--- src/rtl/pipe_stall_ctrl.sv ---
// Central pipeline stall controller.
// Arbitrates three stall sources into one 6-bit stall vector:
//   MEM data-access wait > multi-cycle EX operation > ID load-use hazard.
// A multi-cycle EX counter FSM and a MEM req/ack wait FSM with timeout supply
// the EX and MEM requests. An exception flush overrides every stall and aborts
// both FSMs.
// Optional: define STALL_STATS_EN to build a saturating 32-bit count of cycles
// with stall[0] set. Without it, stall_cnt is tied to zero.
module pipe_stall_ctrl #(
  parameter int unsigned CNT_W       = 6,
  parameter int unsigned MEM_TIMEOUT = 64
) (
  input  logic             clk,
  input  logic             rst,
  input  logic             flush_i,
  input  logic             stallreq_id,
  input  logic             ex_mc_start,
  input  logic [CNT_W-1:0] ex_mc_cycles,
  input  logic             mem_req,
  input  logic             mem_ack,
  output logic [5:0]       stall,
  output logic             flush_o,
  output logic             ex_mc_done,
  output logic             mem_busy,
  output logic             mem_err,
  output logic [31:0]      stall_cnt
);

  localparam int unsigned       WCNT_W   = $clog2(MEM_TIMEOUT + 1);
  localparam logic [WCNT_W-1:0] WCNT_MAX = WCNT_W'(MEM_TIMEOUT);

  localparam logic [5:0] STALL_NONE = 6'b000000;
  localparam logic [5:0] STALL_ID   = 6'b000111;
  localparam logic [5:0] STALL_EX   = 6'b001111;
  localparam logic [5:0] STALL_MEM  = 6'b011111;

  typedef enum logic [1:0] {ExIdle, ExBusy, ExDone} ex_state_e;
  typedef enum logic {MemIdle, MemWait} mem_state_e;

  ex_state_e         ex_state_q, ex_state_d;
  logic [CNT_W-1:0]  cnt_q, cnt_d;
  mem_state_e        mem_state_q, mem_state_d;
  logic [WCNT_W-1:0] wcnt_q, wcnt_d;
  logic              flush_q;

  logic stallreq_ex;
  logic stallreq_mem;
  logic timeout_hit;

  // The start cycle itself stalls, so the EX request covers IDLE+start too.
  assign stallreq_ex  = ((ex_state_q == ExIdle) && ex_mc_start) || (ex_state_q == ExBusy);
  assign timeout_hit  = (mem_state_q == MemWait) && (wcnt_q == WCNT_MAX);
  assign stallreq_mem = mem_req && !mem_ack && !timeout_hit;

  assign ex_mc_done = (ex_state_q == ExDone);
  assign mem_busy   = (mem_state_q == MemWait);
  assign mem_err    = timeout_hit;
  assign flush_o    = flush_q;

  // Stall vector priority encode; forced clear while in reset.
  always_comb begin
    stall = STALL_NONE;
    if (rst || flush_i) begin
      stall = STALL_NONE;
    end else if (stallreq_mem) begin
      stall = STALL_MEM;
    end else if (stallreq_ex) begin
      stall = STALL_EX;
    end else if (stallreq_id) begin
      stall = STALL_ID;
    end
  end

  // EX multi-cycle FSM next state; cnt holds remaining BUSY cycles minus one.
  always_comb begin
    ex_state_d = ex_state_q;
    cnt_d      = cnt_q;
    if (flush_i) begin
      ex_state_d = ExIdle;
      cnt_d      = '0;
    end else begin
      unique case (ex_state_q)
        ExIdle: begin
          if (ex_mc_start) begin
            cnt_d      = (ex_mc_cycles == '0) ? '0 : ex_mc_cycles - CNT_W'(1);
            ex_state_d = ExBusy;
          end
        end
        ExBusy: begin
          if (cnt_q != '0) begin
            cnt_d = cnt_q - CNT_W'(1);
          end else begin
            ex_state_d = ExDone;
          end
        end
        ExDone: begin
          // Hold the result until the EX/MEM register can take it.
          if (!stall[3]) begin
            ex_state_d = ExIdle;
          end
        end
        default: ex_state_d = ExIdle;
      endcase
    end
  end

  // MEM wait FSM next state; wcnt counts cycles spent waiting for ack.
  always_comb begin
    mem_state_d = mem_state_q;
    wcnt_d      = wcnt_q;
    if (flush_i) begin
      mem_state_d = MemIdle;
      wcnt_d      = '0;
    end else begin
      unique case (mem_state_q)
        MemIdle: begin
          if (mem_req && !mem_ack) begin
            mem_state_d = MemWait;
            wcnt_d      = WCNT_W'(1);
          end
        end
        MemWait: begin
          if (timeout_hit || mem_ack || !mem_req) begin
            mem_state_d = MemIdle;
            wcnt_d      = '0;
          end else begin
            wcnt_d = wcnt_q + WCNT_W'(1);
          end
        end
        default: mem_state_d = MemIdle;
      endcase
    end
  end

  // State registers for both FSMs and the delayed flush.
  always_ff @(posedge clk or posedge rst) begin
    if (rst) begin
      ex_state_q  <= ExIdle;
      cnt_q       <= '0;
      mem_state_q <= MemIdle;
      wcnt_q      <= '0;
      flush_q     <= 1'b0;
    end else begin
      ex_state_q  <= ex_state_d;
      cnt_q       <= cnt_d;
      mem_state_q <= mem_state_d;
      wcnt_q      <= wcnt_d;
      flush_q     <= flush_i;
    end
  end

`ifdef STALL_STATS_EN
  logic [31:0] stall_cnt_q;

  // Saturating count of cycles in which the PC is held.
  always_ff @(posedge clk or posedge rst) begin
    if (rst) begin
      stall_cnt_q <= '0;
    end else if (stall[0] && (stall_cnt_q != 32'hFFFF_FFFF)) begin
      stall_cnt_q <= stall_cnt_q + 32'd1;
    end
  end

  assign stall_cnt = stall_cnt_q;
`else
  assign stall_cnt = 32'd0;
`endif

endmodule

--- config.mk ---
export PLATFORM = sky130hd
export DESIGN_NAME = pipe_stall_ctrl
export DESIGN_NICKNAME = d
export VERILOG_FILES = /design/src/rtl/pipe_stall_ctrl.sv
export SDC_FILE = /design/constraint.sdc
export NUM_CORES = 1
export LEC_CHECK = 0
export CORE_MARGIN = 2
export CORE_UTILIZATION = 49
export CTS_BUF_LIST = sky130_fd_sc_hd__clkbuf_4 sky130_fd_sc_hd__clkbuf_8
export DETAILED_ROUTE_END_ITERATION = 8
export GPL_TIMING_DRIVEN = 0
export PLACE_DENSITY = 0.95
export RECOVER_POWER = 50
export SLEW_MARGIN = 25
export SYNTH_ARGS = -nofsm -noshare
export SYNTH_HDL_FRONTEND = slang
export SYNTH_SLANG_ARGS = --single-unit
--- constraint.sdc ---
create_clock -name clk -period 3.4 [get_ports clk]
set_input_delay 0.68 -clock clk [delete_from_list [all_inputs] [get_ports clk]]
set_output_delay 0.68 -clock clk [all_outputs]
set_load 0.02 [all_outputs]
==> results of run 1 <==
## per-stage QoR
step,setup slack (ns),hold slack [ns],instances
finish,0.1247,0.5465,251
global route,0.02440,0.5655,251
global placement,0.07670,0.5109,247
detailed placement,0.04973,0.5261,247
CTS,0.004375,0.5501,251
floorplan,0.6925,0.4917,195
## registers in the layout (all words and copies together) (netlist names)
| name | cells |
|---|---|
| wcnt_q | 7 |
| cnt_q | 6 |
| ex_state_q | 2 |
| mem_busy | 1 |
| flush_o | 1 |
## how the worst max path moves through the flow
| stage | start | endpoint | slack (ns) | cells after the start |
|---|---|---|---|---|
| floorplan | mem_ack | stall[1] | 0.69 | 4 |
| global placement | mem_ack | stall[1] | 0.08 | 6 |
| detailed placement | mem_ack | stall[1] | 0.05 | 6 |
| CTS | wcnt_q[0] | stall[1] | 0.004 | 8 |
| global route | wcnt_q[0] | stall[1] | 0.02 | 8 |
| finish | mem_ack | stall[1] | 0.12 | 6 |
## critical path, stage by stage
cell	delay (ns)
clkdlybuf4s50_1	0.40
nand2b_1	0.18
a21o_1	0.23
a311oi_2	0.35
buf_4	0.16
clkdlybuf4s50_1	0.59
## cell type report
type | count | share of cell area (%)
multi-input cells | 131 | 44.90
flip-flops and latches | 17 | 22.99
plain buffers | 37 | 15.01
repair buffers | 21 | 11.36
well taps | 31 | 2.096
inverters | 10 | 2.028
clock buffers | 4 | 1.623
## cells by family after synthesis
kind of cell,Yosys count,synth area share [%]
flip-flops,17,29.23
XOR/XNOR,6,3.612
other,1,0.2577
multiplexers,1,0.6879
buffers and inverters,47,21.67
AND/OR/NAND/NOR,53,22.87
adder cells (fa/ha/maj),6,5.159
AO/OA/AOI/OAI,32,16.51
## placed cells by master, fill, tap and decap left out, types with 5 or more instances in the layout
master            n
buf_4            35
conb_1           33
clkdlybuf4s50_1  19
dfrtp_1          17
nand2_1          12
inv_1            10
nor2_1            8
o21ai_0           8
nand3_1           6
ha_1              6
a21oi_1           5
nor3_1            5
## timing repair
item / in CTS / in global routing
endpoints found under the setup margin: 0 / 3
hold buffers: 0 / 0
resized for setup: 0 / 2
## cells in the mapped netlist (2+ instances only)
| library cell | number | area, sq um |
|---|---|---|
| buf_4 | 35 | 262.8 |
| dfrtp_1 | 17 | 425.4 |
| nand2_1 | 12 | 45.04 |
| inv_1 | 10 | 37.54 |
| nor2_1 | 8 | 30.03 |
| o21ai_0 | 8 | 40.04 |
| ha_1 | 6 | 75.07 |
| nand3_1 | 6 | 30.03 |
| a21oi_1 | 5 | 25.02 |
| nor3_1 | 5 | 25.02 |
| nand2b_1 | 4 | 25.02 |
| a22o_2 | 3 | 30.03 |
| o31ai_1 | 3 | 22.52 |
| xnor2_1 | 3 | 26.28 |
| xor2_1 | 3 | 26.28 |
| a211oi_1 | 2 | 15.01 |
| a21o_1 | 2 | 15.01 |
| nor2b_1 | 2 | 12.51 |
| nor3b_4 | 2 | 37.54 |
| nor4_1 | 2 | 12.51 |
| o22ai_1 | 2 | 12.51 |
## power by group through the flow
| stage | clock [W] | combinational (W) | sequential (W) |
|---|---|---|---|
| after floorplan | 0 | 0.000218 | 0.000248 |
| after global placement | 0 | 0.000269 | 0.000252 |
| after detailed placement | 0 | 0.000272 | 0.000253 |
| after CTS | 0.000123 | 0.000274 | 0.000250 |
| after global routing | 0.000131 | 0.000299 | 0.000253 |
| final | 0.000123 | 0.000275 | 0.000250 |
## per-layer routing
metal | part of all wire, % | up-vias
met5 | 0 | -
met4 | 2.7 | 0
met3 | 6.0 | 9
met2 | 50 | 56
met1 | 41 | 561
li1 | - | 610
==> flow_summary.toml, run 1 <==
[floorplan]
die_area_sq_um = 3422
die_h_microns = 58.50
initial_utilization_pct = 52.32
core.rowCount = 19
core_area_sq_um = 2781
die_x_microns = 58.50
io_pins = 55

[drt]
routed_via_density = 4.924
wl_mm = 2.913
vias = 1236
dr.pass1.iters = 4
routedWlPerCell_microns = 11.61
initialDrtViolationCount = 53
drc_errors = 0
antenna_left = 0

[setup_path]
cp.arrival_ns = 2.60
worst_setup_path_end_kind = "output port"
r2r_end = "cnt_q[4]"
cp_max_fo = 5
start_kind = "input pin"
critical_path_class = "in2out"
worstRegToRegCells = 6
r2r-start = "cnt_q[0]"
reg2reg_setup_slack_ns = 1.44
required_ns = 2.72

[pwr]
power.total_w = 0.0006476
p_sw_share_pct = 37.64
ir_worst_vdd_mv = 0.3348
leakage_nw = 0.9217
combPwrFrac_pct = 42.4
seq_power_share_pct = 38.6
p_per_area_nw_per_um2 = 349.9
p_clk_share_pct = 19.0
cell_internal_pwr_w = 0.0004038
power.switching_w = 0.0002438

[yosys]
async_reset_ff_share_pct = 100.0
syn_area_per_cell_sq_um = 8.927
yosys_warnings = 0
synthDistinctLibCells = 44
synth_flop_cell = "dfrtp_1"
ys_seq_area_share_pct = 29.23
syn_area_sq_um = 1455
synth_seq_cells = 17
synthCells = 163
synth_edf_count = 0

[clock_network]
clkLatencyLatePin_ns = 0.30
post_cts.repair.setup_buffers = 0
numCtsBuffers = 3
cts.sinks = 17
cts-root-buf = "clkbuf_4"
cts_tree = "done"
cts.htree.levels = 1
clkTransAtPathRegs_ns = 0.10
cts_buffer_depth = 2

[sta]
worstMarginPinSlew_ns = 0.8070
min_period_over_period_pct = 96.33
fmax_ghz = 0.3053
rsz0062_at_grt = "no"
setup-tns-final_ns = 0
setup_viol = 0
hold_viol = 0
clock_skew_ns = 0.008365
layout_min_cycle_time_ns = 3.275
slew_violations = 0
slew_headroom_pct = 46.08

[placement]
portBuffers = 21
gp_congestion = 0.8683
post_dp_cell_area_sq_um = 1824
place_hpwl_mm = 2.234

[global_routing]
grt-ovfl-total = 0
antenna_found_initial = 0
grt_start_max_net_pins = 19
grt_busiest_layer = "met2"
use_met1_pct = 20.72
grt.met2_usage_pct = 29.70
grtUsageMet3_pct = 1.319
grt_usage_pct = 16.94
grt_pass1_vias = 1093
grt_pass1_wl_mm = 4.498

[final_layout]
area_delta_synth_final_pct = 27.17
drive_above_1_share_pct = 25.00
fin_util_pct = 66.53
regArea_sq_um = 425.4
final_area_sq_um = 1851
multiInputGateArea_sq_um = 830.8
antenna_cells = 0
nNetsFinal = 240
fill_cells = 200

[outcome]
status = "finished clean"

[worst_hold_path]
hold_class = "reg2reg"
hp-start = "cnt_q[4]"
hold_depth = 1
whs_endpoint = "cnt_q[4]"

[job]
max_cap_violations = 0
No activity file was read; power rests on OpenSTA's default activity.
==> inputs of run 2 (changes only) <==
- MAX_ROUTING_LAYER: default -> met4
==> run 2 against run 1 <==
Die area is the same. Maximum frequency hardly changed. Combinational power hardly changed. Power hardly changed. Final area unchanged. Clock-buffer cell count unchanged. Critical endpoint unchanged. Largest power group unchanged. Sequential power about the same. Setup slack got worse by 0.00082 ns.
==> flow_summary.toml, run 2 (synthesis gave the netlist of run 1 again) <==
[global_routing]
antenna_found_initial = 0
grt_pass1_vias = 1093
grt-ovfl-total = 0
grt_usage_pct = 17.45
grt_start_max_net_pins = 19
grt_pass1_wl_mm = 4.498

[drt]
drc_errors = 0
antenna_left = 0
initialDrtViolationCount = 41
routedWlPerCell_microns = 11.65
routed_via_density = 4.920
vias = 1235
dr.pass1.iters = 4
wl_mm = 2.923

[final_layout]
drive_above_1_share_pct = 25.00
antenna_cells = 0
reg.largest.list = "wcnt_q x7, cnt_q x6, ex_state_q x2"
stdcell_count = 251
final_common_cell = "buf_4"
nNetsFinal = 240
area_delta_synth_final_pct = 27.17
top_register = "wcnt_q"
layout_common_cells = "35 x buf_4, 33 x conb_1, 19 x clkdlybuf4s50_1, 17 x dfrtp_1, 12 x nand2_1"
largest_reg_flops = 7
fin_util_pct = 66.53

[clock_network]
cts.sinks = 17
cts-root-buf = "clkbuf_4"
holdBufCountCts = 0
clkTransAtPathRegs_ns = 0.11
numCtsBuffers = 3
cts.htree.levels = 1
cts_buffer_depth = 2
cts_tree = "done"
clkLatencyLatePin_ns = 0.30

[sta]
setup_viol = 0
timing.final.ws_setup_ns = 0.1239
slew_headroom_pct = 46.88
fmax_ghz = 0.3052
worstMarginPinSlew_ns = 0.7950
clock_skew_ns = 0.007816
hold_ws_ns = 0.5460
slew_violations = 0
min_period_over_period_pct = 96.36
hold_viol = 0
layout_min_cycle_time_ns = 3.276
setup-tns-final_ns = 0
rsz0062_at_grt = "no"

[floorplan]
io_pins = 55
core.rowCount = 19
core_area_sq_um = 2781
die_x_microns = 58.50
initial_utilization_pct = 52.32
die_area_sq_um = 3422
die_h_microns = 58.50

[worst_hold_path]
hp-start = "wcnt_q[6]"
hold_class = "reg2reg"

[placement]
preCtsSetupSlack_ns = 0.04973
gp_congestion = 0.8825
portBuffers = 21
place_inst = 247
place_hpwl_mm = 2.234

[outcome]
status = "finished clean"

[job]
max_cap_violations = 0

[pwr]
leakage_nw = 0.9217
p_per_area_nw_per_um2 = 350.1
ir_worst_vdd_mv = 0.3343

[setup_path]
critical_path_class = "in2out"
r2r-start = "cnt_q[0]"
required_ns = 2.72
start_kind = "input pin"
critPathLaunch = "mem_ack"
cp.arrival_ns = 2.60
worst_setup_path_end_kind = "output port"
cp_max_fo = 5
## run 2: cell counts in the layout (fill, tap and decap cells not counted)
Identical to the previous run, type by type.
## run 2: power breakdown
part	internal [W]	leakage (nW)	switching, W
Combinational	0.000126	0.675	0.000148
Clock	0.0000538	0.0184	0.0000696
Sequential	0.000224	0.228	0.0000263
## run 2: worst max-delay path, stage by stage
cell and delay [ns]:
clkdlybuf4s50_1 0.40, nand2b_1 0.18, a21o_1 0.23, a311oi_2 0.35, buf_4 0.16, clkdlybuf4s50_1 0.59
## run 2: stage by stage
stage,area (sq um),total power (W)
finish,1851,0.0006478
global route,1851,0.0006833
CTS,1854,0.0006471
detailed placement,1824,0.0005259
global placement,1824,0.0005216
floorplan,1575,0.0004662
## run 2: final cells by class
type | count | area, sq um
Buffer | 37 | 277.8
Clock buffer | 4 | 30.03
Fill cell | 200 | 930.9
Inverter | 10 | 37.54
Multi-Input combinational cell | 131 | 830.8
Sequential cell | 17 | 425.4
Tap cell | 31 | 38.79
Timing Repair Buffer | 21 | 210.2
## run 2: per-layer routing
layer,global-route usage (%),vias up,part of all wire [%]
li1,-,610,-
met4,8.638,0,2.7
met5,-,-,0
met1,20.72,562,41
met3,1.319,9,5.7
met2,29.70,54,50
## run 2: path summary, 6_finish.rpt
kind	slack, ns	end	depth (start not counted)
max	0.12	stall[1]	6
min	0.55	wcnt_q[6]	2
max reg2reg	1.45	cnt_q[4]	6
min reg2reg	0.55	wcnt_q[6]	2
max in group asynchronous	1.96	ex_state_q[0]	2
min in group asynchronous	1.00	wcnt_q[1]	2
## run 2: timing repair
action	CTS	global route
setup endpoints to repair	0	3
setup buffers	0	0
resized for setup	0	2
==> inputs of run 3 (changes only) <==
- CORE_MARGIN: 2 -> 10
- SKIP_CTS_REPAIR_TIMING: default -> 1
==> run 3 against run 2 <==
Critical path depth did not move. Global-route usage fell by 5.9 points. Wire length rose by 11%. Final area fell by 0.47%. Sequential share of layout area rose by 0.11 points. Register-to-register slack got worse by 0.04 ns. Highest routed layer unchanged.
==> flow_summary.toml, run 3 (synthesis gave the netlist of run 1 again) <==
[setup_path]
critical_path_class = "in2out"
cp_top_family = "buffers and inverters"
cp_slowest_stage_delay_ns = 0.59
r2r-start = "cnt_q[0]"
critPathLaunch = "mem_ack"
slowest_stage = "clkdlybuf4s50_1"
cp.arrival_ns = 2.63
r2r_end = "cnt_q[4]"
cp_max_fo = 5
path_common_cell = "clkdlybuf4s50_1"
cp-endpoint = "stall[1]"
required_ns = 2.72
crit_buf_inv = 3
worst_setup_path_end_kind = "output port"
path_depth = 6
worstRegToRegCells = 6
reg2reg_setup_slack_ns = 1.41
path_cells = "clkdlybuf4s50_1 > nand2b_1 > a21o_1 > a311oi_2 > buf_4 > clkdlybuf4s50_1"
start_kind = "input pin"

[final_layout]
reg.largest.list = "wcnt_q x7, cnt_q x6, ex_state_q x2"
area_delta_synth_final_pct = 26.57
largest_reg_flops = 7
stdcell_count = 251
drive_above_1_share_pct = 24.55
layout_common_cells = "35 x buf_4, 33 x conb_1, 19 x clkdlybuf4s50_1, 17 x dfrtp_1, 12 x nand2_1"
top_register = "wcnt_q"
fin_util_pct = 65.66
antenna_cells = 0
final_common_cell = "buf_4"
nNetsFinal = 240

[floorplan]
core.rowCount = 19
io_pins = 55
die_area_sq_um = 5550
core_area_sq_um = 2805
die_x_microns = 74.50
die_h_microns = 74.50
initial_utilization_pct = 51.87

[sta]
clock_skew_ns = 0.008906
fmax_ghz = 0.3023
slew_violations = 0
slew_headroom_pct = 47.54
worstMarginPinSlew_ns = 0.7852
layout_min_cycle_time_ns = 3.308
min_period_over_period_pct = 97.29
setup_viol = 0
hold_viol = 0

[clock_network]
cts.sinks = 17
cts_buffer_depth = 2
clkTransAtPathRegs_ns = 0.11
cts_tree = "done"
clkLatencyLatePin_ns = 0.31
cts.htree.levels = 1
numCtsBuffers = 3
cts-root-buf = "clkbuf_4"

[drt]
route.met3.wl_microns = 238
top_layer = "met4"
drc_errors = 0
vias = 1228
routedWlPerCell_microns = 12.94
routed_via_density = 4.892
wl_met1_mm = 1.393
initialDrtViolationCount = 116
dr.pass1.iters = 4
wl_mm = 3.247
wl_met2_mm = 1.584
antenna_left = 0

[worst_hold_path]
hold_class = "reg2reg"

[global_routing]
grt_pass1_wl_mm = 5.064
antenna_found_initial = 0
grt_pass1_vias = 1235
grt_usage_pct = 11.52
grt_start_max_net_pins = 19
grt-ovfl-total = 0

[placement]
place_hpwl_mm = 2.652
place_inst = 247
gp_congestion = 0.7961
portBuffers = 21

[pwr]
ir_worst_vdd_mv = 0.1475
p_per_area_nw_per_um2 = 351.3
leakage_nw = 0.9201

[outcome]
status = "finished clean"

[job]
max_cap_violations = 0
## run 3: cell count changes in the layout (fill, tap and decap cells not counted), sizes merged
cell,change
clkbuf,-1
clkinv,+1
## run 3: metal layers
layer / GRT usage (%) / vias to the layer above
li1: - / 609
met1: 13.39 / 551
met2: 19.79 / 66
met3: 0.9309 / 2
met4: 5.042 / 0
met5: - / -
## run 3: where the power goes
group,internal (W),switching (W),total (W)
Sequential,0.000224,0.0000253,0.000249
Combinational,0.000127,0.000155,0.000281
Clock,0.0000440,0.0000728,0.000117
Total,0.000394,0.000253,0.000647
## run 3: through the flow
step                instance area (sq um)  hold slack (ns)  TNS (ns)  total power, W  worst slack (ns)
floorplan                            1575           0.4917         0       0.0004662            0.6925
global placement                     1824           0.5108         0       0.0005203           0.08635
detailed placement                   1824           0.5130         0       0.0005307           0.04456
CTS                                  1852           0.5419         0       0.0006457           0.02946
global route                         1842           0.5785  -0.01009       0.0006841          -0.01009
finish                               1842           0.5420         0       0.0006471           0.09200
## run 3: worst min path at each step
| stage | start | cells past startpoint | to |
|---|---|---|---|
| 2_1_floorplan | wcnt_q[6] | 2 | wcnt_q[6] |
| 3_3_place_gp | wcnt_q[6] | 2 | wcnt_q[6] |
| 3_5_place_dp | cnt_q[4] | 1 | cnt_q[4] |
| 4_1_cts | cnt_q[4] | 1 | cnt_q[4] |
| 5_1_grt | cnt_q[4] | 1 | cnt_q[4] |
| 6_report | cnt_q[4] | 1 | cnt_q[4] |
## run 3: area by class of cell
cell class / instances / area [sq um]
clock buffer: 3 / 22.52
inverter: 10 / 37.54
tap: 31 / 38.79
buffer: 37 / 277.8
multi-input combinational: 131 / 824.5
timing repair buffer: 21 / 210.2
fill: 227 / 963.4
sequential: 17 / 425.4
clock inverter: 1 / 5.005
